[config.mk]
export PLATFORM = sky130hd
export DESIGN_NAME = rx_playout_buffer
export DESIGN_NICKNAME = d
export VERILOG_FILES = /design/src/rtl/rx_playout_buffer.sv
export SDC_FILE = /design/constraint.sdc
export NUM_CORES = 1
export LEC_CHECK = 0
export ABC_CLOCK_PERIOD_IN_PS = 2300
export CORE_ASPECT_RATIO = 1.5
export CORE_MARGIN = 5
export CORE_UTILIZATION = 50
export DETAILED_ROUTE_END_ITERATION = 16
export HOLD_SLACK_MARGIN = 0.12
export PLACE_DENSITY = 0.69
export SYNTH_ARGS = -nofsm -noshare
export SYNTH_HDL_FRONTEND = slang
export SYNTH_SLANG_ARGS = --single-unit
[constraint.sdc]
create_clock -name clk_in -period 2.3 [get_ports clk_in]
set_input_delay 0.345 -clock clk_in [delete_from_list [all_inputs] [get_ports clk_in]]
set_output_delay 0.345 -clock clk_in [all_outputs]
set_load 0.01 [all_outputs]
[src/rtl/rx_playout_buffer.sv]
// Jitter/playout buffer: stores received audio bytes arriving at irregular times
// and replays them on the steady 12 kHz tick once a priming fill level is reached.
module rx_playout_buffer #(
   parameter int               DEPTH       = 64,
   parameter int               PRIME_LEVEL = 16,
   parameter logic signed [7:0] SILENCE    = 8'sd0
) (
   input  logic                      clk_in,
   input  logic                      rst_in,
   input  logic [7:0]                byte_in,
   input  logic                      byte_valid_in,
   input  logic                      tick_in,
   input  logic                      flush_in,
   output logic [7:0]                sample_out,
   output logic                      sample_valid_out,
   output logic [$clog2(DEPTH):0]    level_out,
   output logic                      underflow_out,
   output logic                      overflow_out,
   output logic                      state_out
);

   // state      | meaning
   // ST_PRIMING | filling up, ticks emit SILENCE, nothing popped
   // ST_PLAYING | each tick pops one byte; empty tick -> underflow, back to priming

   localparam int AW = $clog2(DEPTH);
   localparam int LW = AW + 1;

   typedef enum logic {
      ST_PRIMING = 1'b0,
      ST_PLAYING = 1'b1
   } state_t;

   state_t          state_q, state_nxt;
   logic [7:0]      mem [DEPTH];
   logic [AW-1:0]   wr_ptr, rd_ptr;
   logic [LW-1:0]   level_q, level_nxt;
   logic            full, empty, pop, wr_accept;

   always_comb begin
      full      = (level_q == LW'(DEPTH));
      empty     = (level_q == '0);
      pop       = tick_in && (state_q == ST_PLAYING) && !empty;
      // a pop in the same cycle frees the slot the write needs
      wr_accept = byte_valid_in && (!full || pop);

      level_nxt = level_q;
      case ({wr_accept, pop})
         2'b10:   level_nxt = level_q + LW'(1);
         2'b01:   level_nxt = level_q - LW'(1);
         default: level_nxt = level_q;
      endcase

      state_nxt = state_q;
      case (state_q)
         ST_PRIMING: if (level_q >= LW'(PRIME_LEVEL)) state_nxt = ST_PLAYING;
         ST_PLAYING: if (tick_in && empty)            state_nxt = ST_PRIMING;
         default:                                      state_nxt = ST_PRIMING;
      endcase
   end

   always_ff @(posedge clk_in) begin
      if (!rst_in || flush_in) state_q <= ST_PRIMING;
      else                     state_q <= state_nxt;
   end

   always_ff @(posedge clk_in) begin
      if (!rst_in) begin
         wr_ptr           <= '0;
         rd_ptr           <= '0;
         level_q          <= '0;
         sample_out       <= SILENCE;
         sample_valid_out <= 1'b0;
         underflow_out    <= 1'b0;
         overflow_out     <= 1'b0;
      end else if (flush_in) begin
         // sample_out deliberately holds its last value across a flush
         wr_ptr           <= '0;
         rd_ptr           <= '0;
         level_q          <= '0;
         sample_valid_out <= 1'b0;
         underflow_out    <= 1'b0;
         overflow_out     <= 1'b0;
      end else begin
         level_q          <= level_nxt;
         sample_valid_out <= tick_in;
         underflow_out    <= tick_in && (state_q == ST_PLAYING) && empty;
         overflow_out     <= byte_valid_in && full && !pop;
         if (wr_accept) wr_ptr <= wr_ptr + AW'(1);
         if (pop)       rd_ptr <= rd_ptr + AW'(1);
         if (tick_in)   sample_out <= pop ? mem[rd_ptr] : SILENCE;
      end
   end

   always_ff @(posedge clk_in) begin
      if (rst_in && !flush_in && wr_accept) mem[wr_ptr] <= byte_in;
   end

   assign level_out = level_q;
   assign state_out = (state_q == ST_PLAYING);

endmodule

## After elaboration in Yosys (flattened, before gate mapping)

Memory sizes are Yosys's and may differ from the RTL's. A register that Yosys moved wholly into a read port is not among the register bits.
Cells that the tools add are included.

| word-level totals | value |
|---|---|
| bits in registers | 31 |
| bits in writable memories | 512 |
| output and inout bits | 19 |
| word-level logic and storage cells | 49 |
| memories | 1 |

| cells by class | value |
|---|---|
| add/subtract/negate cells | 4 |
| $lt $le $gt $ge | 1 |
| eq/ne operators | 3 |
| multiplexer cells | 9 |
| bitwise logic cells | 3 |
| reduce and logical (&&, ||, !) cells | 20 |

Memory list:

| memory | depth | bits a word | read ports | clocked after Yosys merged registers in | write ports | line | text |
|---|---|---|---|---|---|---|---|
| mem | 64 | 8 | 1 | 1 | 1 | 35 | `logic [7:0] mem [DEPTH];` |

Operators with widths:

| kind | number |
|---|---|
| one-hot mux 7 bit (2 select lines) | 1 |
| adder 6 x 1 -> 6 bit, second input constant | 2 |
| two-way mux 6 bit | 2 |
| logical AND 1 bit | 9 |
| two-way mux 8 bit | 1 |
| adder 7 x 1 -> 7 bit, second input constant | 1 |
| == test 7 bit, second input constant | 1 |
| >= comparator 7 x 5 -> 1 bit, second input constant | 1 |
| logical NOT 7 bit | 1 |
| subtractor 7 x 1 -> 7 bit, second input constant | 1 |
| logical NOT 1 bit | 5 |
| two-way mux 1 bit | 4 |
| inverter 1 bit | 3 |
| == test 2 x 1 -> 1 bit, second input constant | 1 |
| == test 2 bit, second input constant | 1 |
| logical OR 1 bit | 2 |
| one-hot mux 1 bit (2 select lines) | 1 |
| AND reduction 2 bit | 1 |
| nonzero test 2 bit | 1 |
| OR reduction 2 bit | 1 |

## Logic depth before layout (Yosys ltp)

Gate-level depths: netlist of run 1.

| logic depth | value |
|---|---|
| depth in word-level cells | 8 |
| depth in mapped cells | 9 |
| mapped depth without buffers | 8 |

## Worst setup path before layout of run 1

No wires, ideal clock.

| path | value |
|---|---|
| kind | reg-to-reg |
| from | register level_q[1] (netlist: level_out[1]) |
| to | register level_q[4] (netlist: level_out[4]) |
| library setup time | 131 ps |
| arrival | 2148 ps |
| data required time | 2169 ps |
| setup slack | 21 ps |
| cell stages (with the launch flop) | 10 |
| cell sequence | dfxtp_1 buf_6 nor4_4 a31oi_1 xor2_1 ha_1 a21oi_1 a2111oi_0 o21ai_0 nor3b_1 |

| on the way | value |
|---|---|
| cells in the longest elaborated chain, start to end | 7 |

RTL lines:

| item | line | text |
|---|---|---|
| from (decl) | 37 | `logic [LW-1:0] level_q, level_nxt;` |
| from (signal assigned) | 85 | `level_q <= level_nxt;` |
| logical NOT 7 bit | 42 | `empty = (level_q == '0);` |
| logical NOT 1 bit | 43 | `pop = tick_in && (state_q == ST_PLAYING) && !empty;` |
| logical AND 1 bit | 43 |  |
| logical OR 1 bit | 45 | `wr_accept = byte_valid_in && (!full \|\| pop);` |
| logical AND 1 bit | 45 |  |
| == test 2 x 1 -> 1 bit / == test 2 bit (equally long branches) | 48 | `case ({wr_accept, pop})` |
| one-hot mux 7 bit (2 select lines) / nonzero test 2 bit (equally long branches) | -- |  |

Parallel ways exist; a longest one is shown, timed or not.
A chain may end at the register's enable or synchronous reset.

## Worst setup path after layout of run 1

| path | value |
|---|---|
| from | register level_q[0] (netlist: level_out[0]) |
| to | register sample_out[6] |

| on the way | value |
|---|---|
| cells in the longest elaborated chain, start to end | 4 |

RTL lines:

| item | line | text |
|---|---|---|
| logical NOT 7 bit | 42 |  |
| logical NOT 1 bit | 43 |  |
| logical AND 1 bit | 43 |  |
| two-way mux 8 bit | 91 | `if (tick_in) sample_out <= pop ? mem[rd_ptr] : SILENCE;` |
| to (signal assigned) | 91 |  |
| to (decl) | 14 | `output logic [7:0] sample_out,` |

No other way between the ends.

==> results of run 1 <==
-- cell usage in the layout (no fill, tap or decap), types with 8 or more instances in the layout --
cell,count
clkinv_1,11
clkinv_2,11
edfxtp_1,512
buf_12,20
clkdlybuf4s50_1,23
nand2_1,50
nand3_1,16
buf_2,8
a22oi_1,14
buf_4,184
nor2_1,87
mux4_2,137
dfxtp_1,33
clkbuf_16,50
mux2i_1,32
-- power breakdown --
part | internal [mW] | switching (mW)
Sequential | 10.9 | 0.00509
Combinational | 0.0854 | 0.223
Clock | 4.10 | 3.42
Total | 15.1 | 3.65
-- per-stage QoR --
| step | total power, mW | std cells |
|---|---|---|
| after CTS | 18.85 | 1883 |
| after global placement | 11.43 | 1794 |
| final | 18.73 | 1910 |
| after floorplan | 11.19 | 1062 |
| after global routing | 19.28 | 1910 |
| after detailed placement | 11.44 | 1794 |
-- per-layer routing --
layer	vias to the layer above	share of wire (%)	wire, um
met5	-	0	0
met3	95	5.2	2582
met1	5744	36	17790
met4	0	3.7	1841
met2	418	55	26980
li1	4831	-	-
-- registers in the layout, summed over array words and instances, names as in the netlist, named ones only --
register	cells
overflow_out	1
level_out	7
sample_valid_out	1
underflow_out	1
mem	512
sample_out	8
state_out	1
rd_ptr	6
wr_ptr	6
-- layout make-up --
| type | count | share of cell area, % |
|---|---|---|
| timing repair buffer | 244 | 8.590 |
| clock inverter | 29 | 0.6683 |
| sequential | 549 | 62.87 |
| tap | 570 | 2.780 |
| clock buffer | 57 | 5.015 |
| inverter | 6 | 0.08780 |
| multi-input combinational | 455 | 19.99 |
-- cells by family after synthesis --
group                    Yosys count  synth area share, %
flip-flops                       549                75.03
AND/OR/NAND/NOR                  201                4.311
multiplexers                     178                16.29
AO/OA/AOI/OAI                     62                2.272
buffers and inverters             58                1.474
XOR/XNOR                          11               0.4485
adder cells (fa/ha/maj)            3               0.1748
-- repair_timing --
action                                  in CTS  in global routing
endpoints found under the setup margin       6                 26
resized for setup                            7                 20
cloned                                       0                  1
pin swaps                                    1                  4
buffers inserted                             3                 26
-- worst paths after layout --
kind / to / slack (ns) / depth (start not counted)
min: mem[58][2]$_DFFE_PP_ / 0.28 / 2
max reg2reg: sample_out[6]$_SDFFE_PN0P_ / -0.02 / 6
min reg2reg: sample_out[2]$_SDFFE_PN0P_ / 0.48 / 2
max: sample_out[6]$_SDFFE_PN0P_ / -0.02 / 6
==> impl_metrics.ini, run 1 <==
[synthesis]
yosysTopAreaCellShare_pct = 71.58
synth_area_leaders = edfxtp_1 (72%), mux4_2 (14%), dfxtp_1 (3.4%)
ys_seq_area_share_pct = 75.03
synth-async-reset-ratio_pct = 0
yosys.area.top_type = edfxtp_1
syn_inst = 1062
synth_nets = 1078
syn_avg_cell_area_um2 = 20.23
ys_seq_elements = 549
ys.flop_type = edfxtp_1
synth.distinct_cells = 58
yosys_warnings = 0
syn_area_um2 = 21480
synth_common_cells = edfxtp_1 (512), mux4_2 (137), nor2_1 (87)
synth_edf_count = 512
synth_most_common_cell = edfxtp_1

[critical_path]
critPathKind = reg -> reg
crit_chain = buf_4 > or4_4 > o311ai_4 > nor2_2 > a22o_1 > a221o_1
critPathBufInv = 1
cp_top_family = compound AO/OA/AOI/OAI gates
crit_path_start = level_out[0]$_SDFFE_PP0P_
max_stage_delay_ns = 0.58
cp_slowest_cell = or4_4
arrival_ns = 2.76
crit_fanout = 7
worst_setup_path_end_kind = register
critPathLaunchType = register
timing.rr.start = level_out[0]$_SDFFE_PP0P_
cp.required_ns = 2.74

[route]
vias_per_cell = 5.805
route.final.wire_length_um = 49200
route.detailed.drc = 0
drt_first_iter_violations = 1060
drtAntennaViolNets = 0
wl_per_cell_um = 25.76
num_vias = 11090
first_pass_iters = 5

[sta]
post-route-min-period_ns = 2.315
tns_ns = -0.02769
timing.fmax_mhz = 431.9
setup_viol = 2
skew_ns = 0.01295
layout_worst_path_cycle_share_pct = 100.7
finalHoldViolCount = 0
hold_slack_ns = 0.2810
timing.final.ws_setup_ns = -0.01535
grt_setup_unrepaired = yes
worst_pin_slew_ns = 0.7274
maxSlewHeadroom_pct = 51.40
finalMaxSlewViolations = 0

[global_route]
antenna_found_initial = 0
use_met3_pct = 2.319
overflow = 0
grtUsageTotal_pct = 21.14
grt_pass1_wl_um = 73620
use_met2_pct = 38.16
grt_max_degree = 65
grt_pass1_vias = 11570
met1_usage_pct = 26.25
top_usage_layer = met2

[floorplanning]
die_h_um = 263.8
ios = 32
die_area_um2 = 47290
start_util_pct = 50.30
coreArea_um2 = 42700
die_w_um = 179.2
rows = 93

[placed_design]
routabilityCongestion = 0.9085
pre_cts_slack_ns = -0.3622
hpwl_um = 32930
port_buffers = 31
place_area_um2 = 23800

[final_layout]
final_cell_area_um2 = 25650
diodes = 0
drive_gt1_share_pct = 34.18
synthToLayoutAreaGrowth_pct = 19.42
fin_util_pct = 60.06
multiInputGateArea_um2 = 5127
fin_nets = 1319
fillers = 3022
seq_area_um2 = 16130

[clock_tree]
insertion_delay_ns = 0.56
cts.sinks = 549
cts_buffers = 47
cts_root_buf = clkbuf_16
clockBufferDepth = 3
cts.hold.buffers_added = 0
htreeDepth = 2
tritoncts = done
path_clk_slew_ns = 0.06

[run]
drv_cap = 0

[outcome]
violations = setup timing
outcome = finished with violations

[power_and_ir_drop]
p_leak_nw = 8.280
power_density_nw_per_um2 = 730.4
max-vdd-ir-drop_uv = 474.0

[worst_hold_path]
min_path_type = in -> reg
min_from = byte_in[2]
Note: power is estimated with default switching activity, not from simulation.
==> inputs of run 2 (changes only) <==
- CORE_MARGIN: 5 -> 2
- CORE_UTILIZATION: 50 -> 56
- PLACE_DENSITY: 0.69 -> 0.75
==> run 2 against run 1 <==
The run now ends clean. First-iteration DRC count up 9.8%. Clock skew up 0.00089 ns. Combinational power decreased by 2%. Non-clock buffer count down 19. Wire length rose by 1.6%. Core utilization is 7.3 points higher. Die area is 15% lower. Power rose by 1.5%. Cell count is 5.2% lower. Largest cell class unchanged.
==> impl_metrics.ini, run 2 (same netlist as run 1, synthesis figures left out) <==
[clock_tree]
cts_root_buf = clkbuf_16
tritoncts = done
htreeDepth = 2
path_clk_slew_ns = 0.07
cts_buffers = 47
clockBufferDepth = 3
insertion_delay_ns = 0.57
cts.hold.buffers_added = 0
cts.sinks = 549

[critical_path]
critPathKind = reg -> reg
crit_chain = buf_12 > mux4_2 > mux4_2 > nand2_1 > o21ai_0 > a221o_1
crit_top_cell = mux4_2
arrival_ns = 2.71
worst_setup_path_end_kind = register
cp_slowest_cell = mux4_2
cp.required_ns = 2.75
critPathLaunchType = register
max_stage_delay_ns = 0.55
crit_fanout = 7

[placed_design]
routabilityCongestion = 0.9006
dp_cells = 1703
hpwl_um = 32740
port_buffers = 31
place_area_um2 = 23550

[global_route]
antenna_found_initial = 0
grt_max_degree = 65
grt_pass1_vias = 11490
grtUsageTotal_pct = 25.47
grt_pass1_wl_um = 73080
overflow = 0

[route]
num_vias = 11090
first_pass_iters = 5
vias_per_cell = 6.129
route.final.wire_length_um = 49980
drtAntennaViolNets = 0
route.detailed.drc = 0
drt_first_iter_violations = 1164
wl_per_cell_um = 27.61

[floorplanning]
start_util_pct = 57.03
ios = 32
rows = 87
die_w_um = 163.9
die_h_um = 243.9
die_area_um2 = 39970
coreArea_um2 = 37660

[sta]
hold_slack_ns = 0.1942
finalMaxSlewViolations = 0
maxSlewHeadroom_pct = 43.63
post-route-min-period_ns = 2.261
skew_ns = 0.01384
setup_viol = 0
tns_ns = 0
layout_worst_path_cycle_share_pct = 98.32
worst_pin_slew_ns = 0.8425
timing.fmax_mhz = 442.2
finalHoldViolCount = 0

[final_layout]
final_cell_area_um2 = 25370
fin_util_pct = 67.36
layout_commonest_cell = edfxtp_1
mostFrequentLayoutCells = edfxtp_1 (512), buf_4 (171), mux4_2 (137)
drive_gt1_share_pct = 33.54
fin_nets = 1300
diodes = 0
fin_cells = 1810
regMostFlops = mem
synthToLayoutAreaGrowth_pct = 18.12
largest_reg_flops = 512

[power_and_ir_drop]
power_density_nw_per_um2 = 749.6
max-vdd-ir-drop_uv = 571.6
p_leak_nw = 8.192

[outcome]
outcome = completed

[worst_hold_path]
min_path_type = in -> reg

[run]
drv_cap = 0
==> run 2: cell types whose count changed in the layout (fill, tap and decap cells not counted), sizes merged <==
cell,before,now
clkinvlp,4,2
bufinv,1,4
clkinv,23,24
inv,7,8
buf,220,200
clkbuf,58,56
==> run 2: layer usage <==
metal | part of all wire [%] | wire length, um | global-route usage, %
met1 | 36 | 17820 | 31.56
met2 | 55 | 27300 | 45.70
met3 | 5.3 | 2629 | 2.792
met4 | 4.5 | 2232 | 10.11
met5 | 0 | 0 | 0
==> run 2: final timing paths <==
path	from	end	slack [ns]	cells past startpoint
worst max register to register	register	sample_out[6]$_SDFFE_PN0P_	0.04	6
worst max-delay path	register	sample_out[6]$_SDFFE_PN0P_	0.04	6
worst min register to register	sample_out[4]$_SDFFE_PN0P_	sample_out[4]$_SDFFE_PN0P_	0.50	2
worst min-delay path	byte_in[4]	mem[26][4]$_DFFE_PP_	0.19	1
==> run 2: stage by stage <==
step	worst slack, ns	total power [mW]
CTS	0.01453	19.14
finish	0.03870	19.02
global route	-0.01320	19.49
floorplan	0.02072	11.19
detailed placement	-0.3750	11.43
global placement	-0.3358	11.42
==> run 2: cell type report <==
type | count | area (um^2)
Clock buffer | 54 | 1234
Clock inverter | 32 | 286.5
Fill cell | 2367 | 12290
Inverter | 6 | 22.52
Multi-Input combinational cell | 455 | 5099
Sequential cell | 549 | 16130
Tap cell | 489 | 611.8
Timing Repair Buffer | 225 | 1983
==> run 2: critical path, delay by kind of cell, from the launching register on <==
family	cells	cell delay (ns)
muxes	2	1.05
DFF	1	0.44
AOI/OAI and AO/OA	2	0.40
buffers and inverters	1	0.17
and+or+nand+nor	1	0.09
==> run 2: where the power goes <==
| group | total, mW | switching (mW) | internal [mW] |
|---|---|---|---|
| Combinational | 0.303 | 0.222 | 0.0813 |
| Sequential | 10.9 | 0.00683 | 10.9 |
| Clock | 7.81 | 3.48 | 4.33 |
==> run 2: repair_timing <==
action                     CTS  global route
gates resized for setup      3            22
pin swaps                    0             5
setup endpoints to repair   28           265
cloned                       0             2
setup buffers                7            12
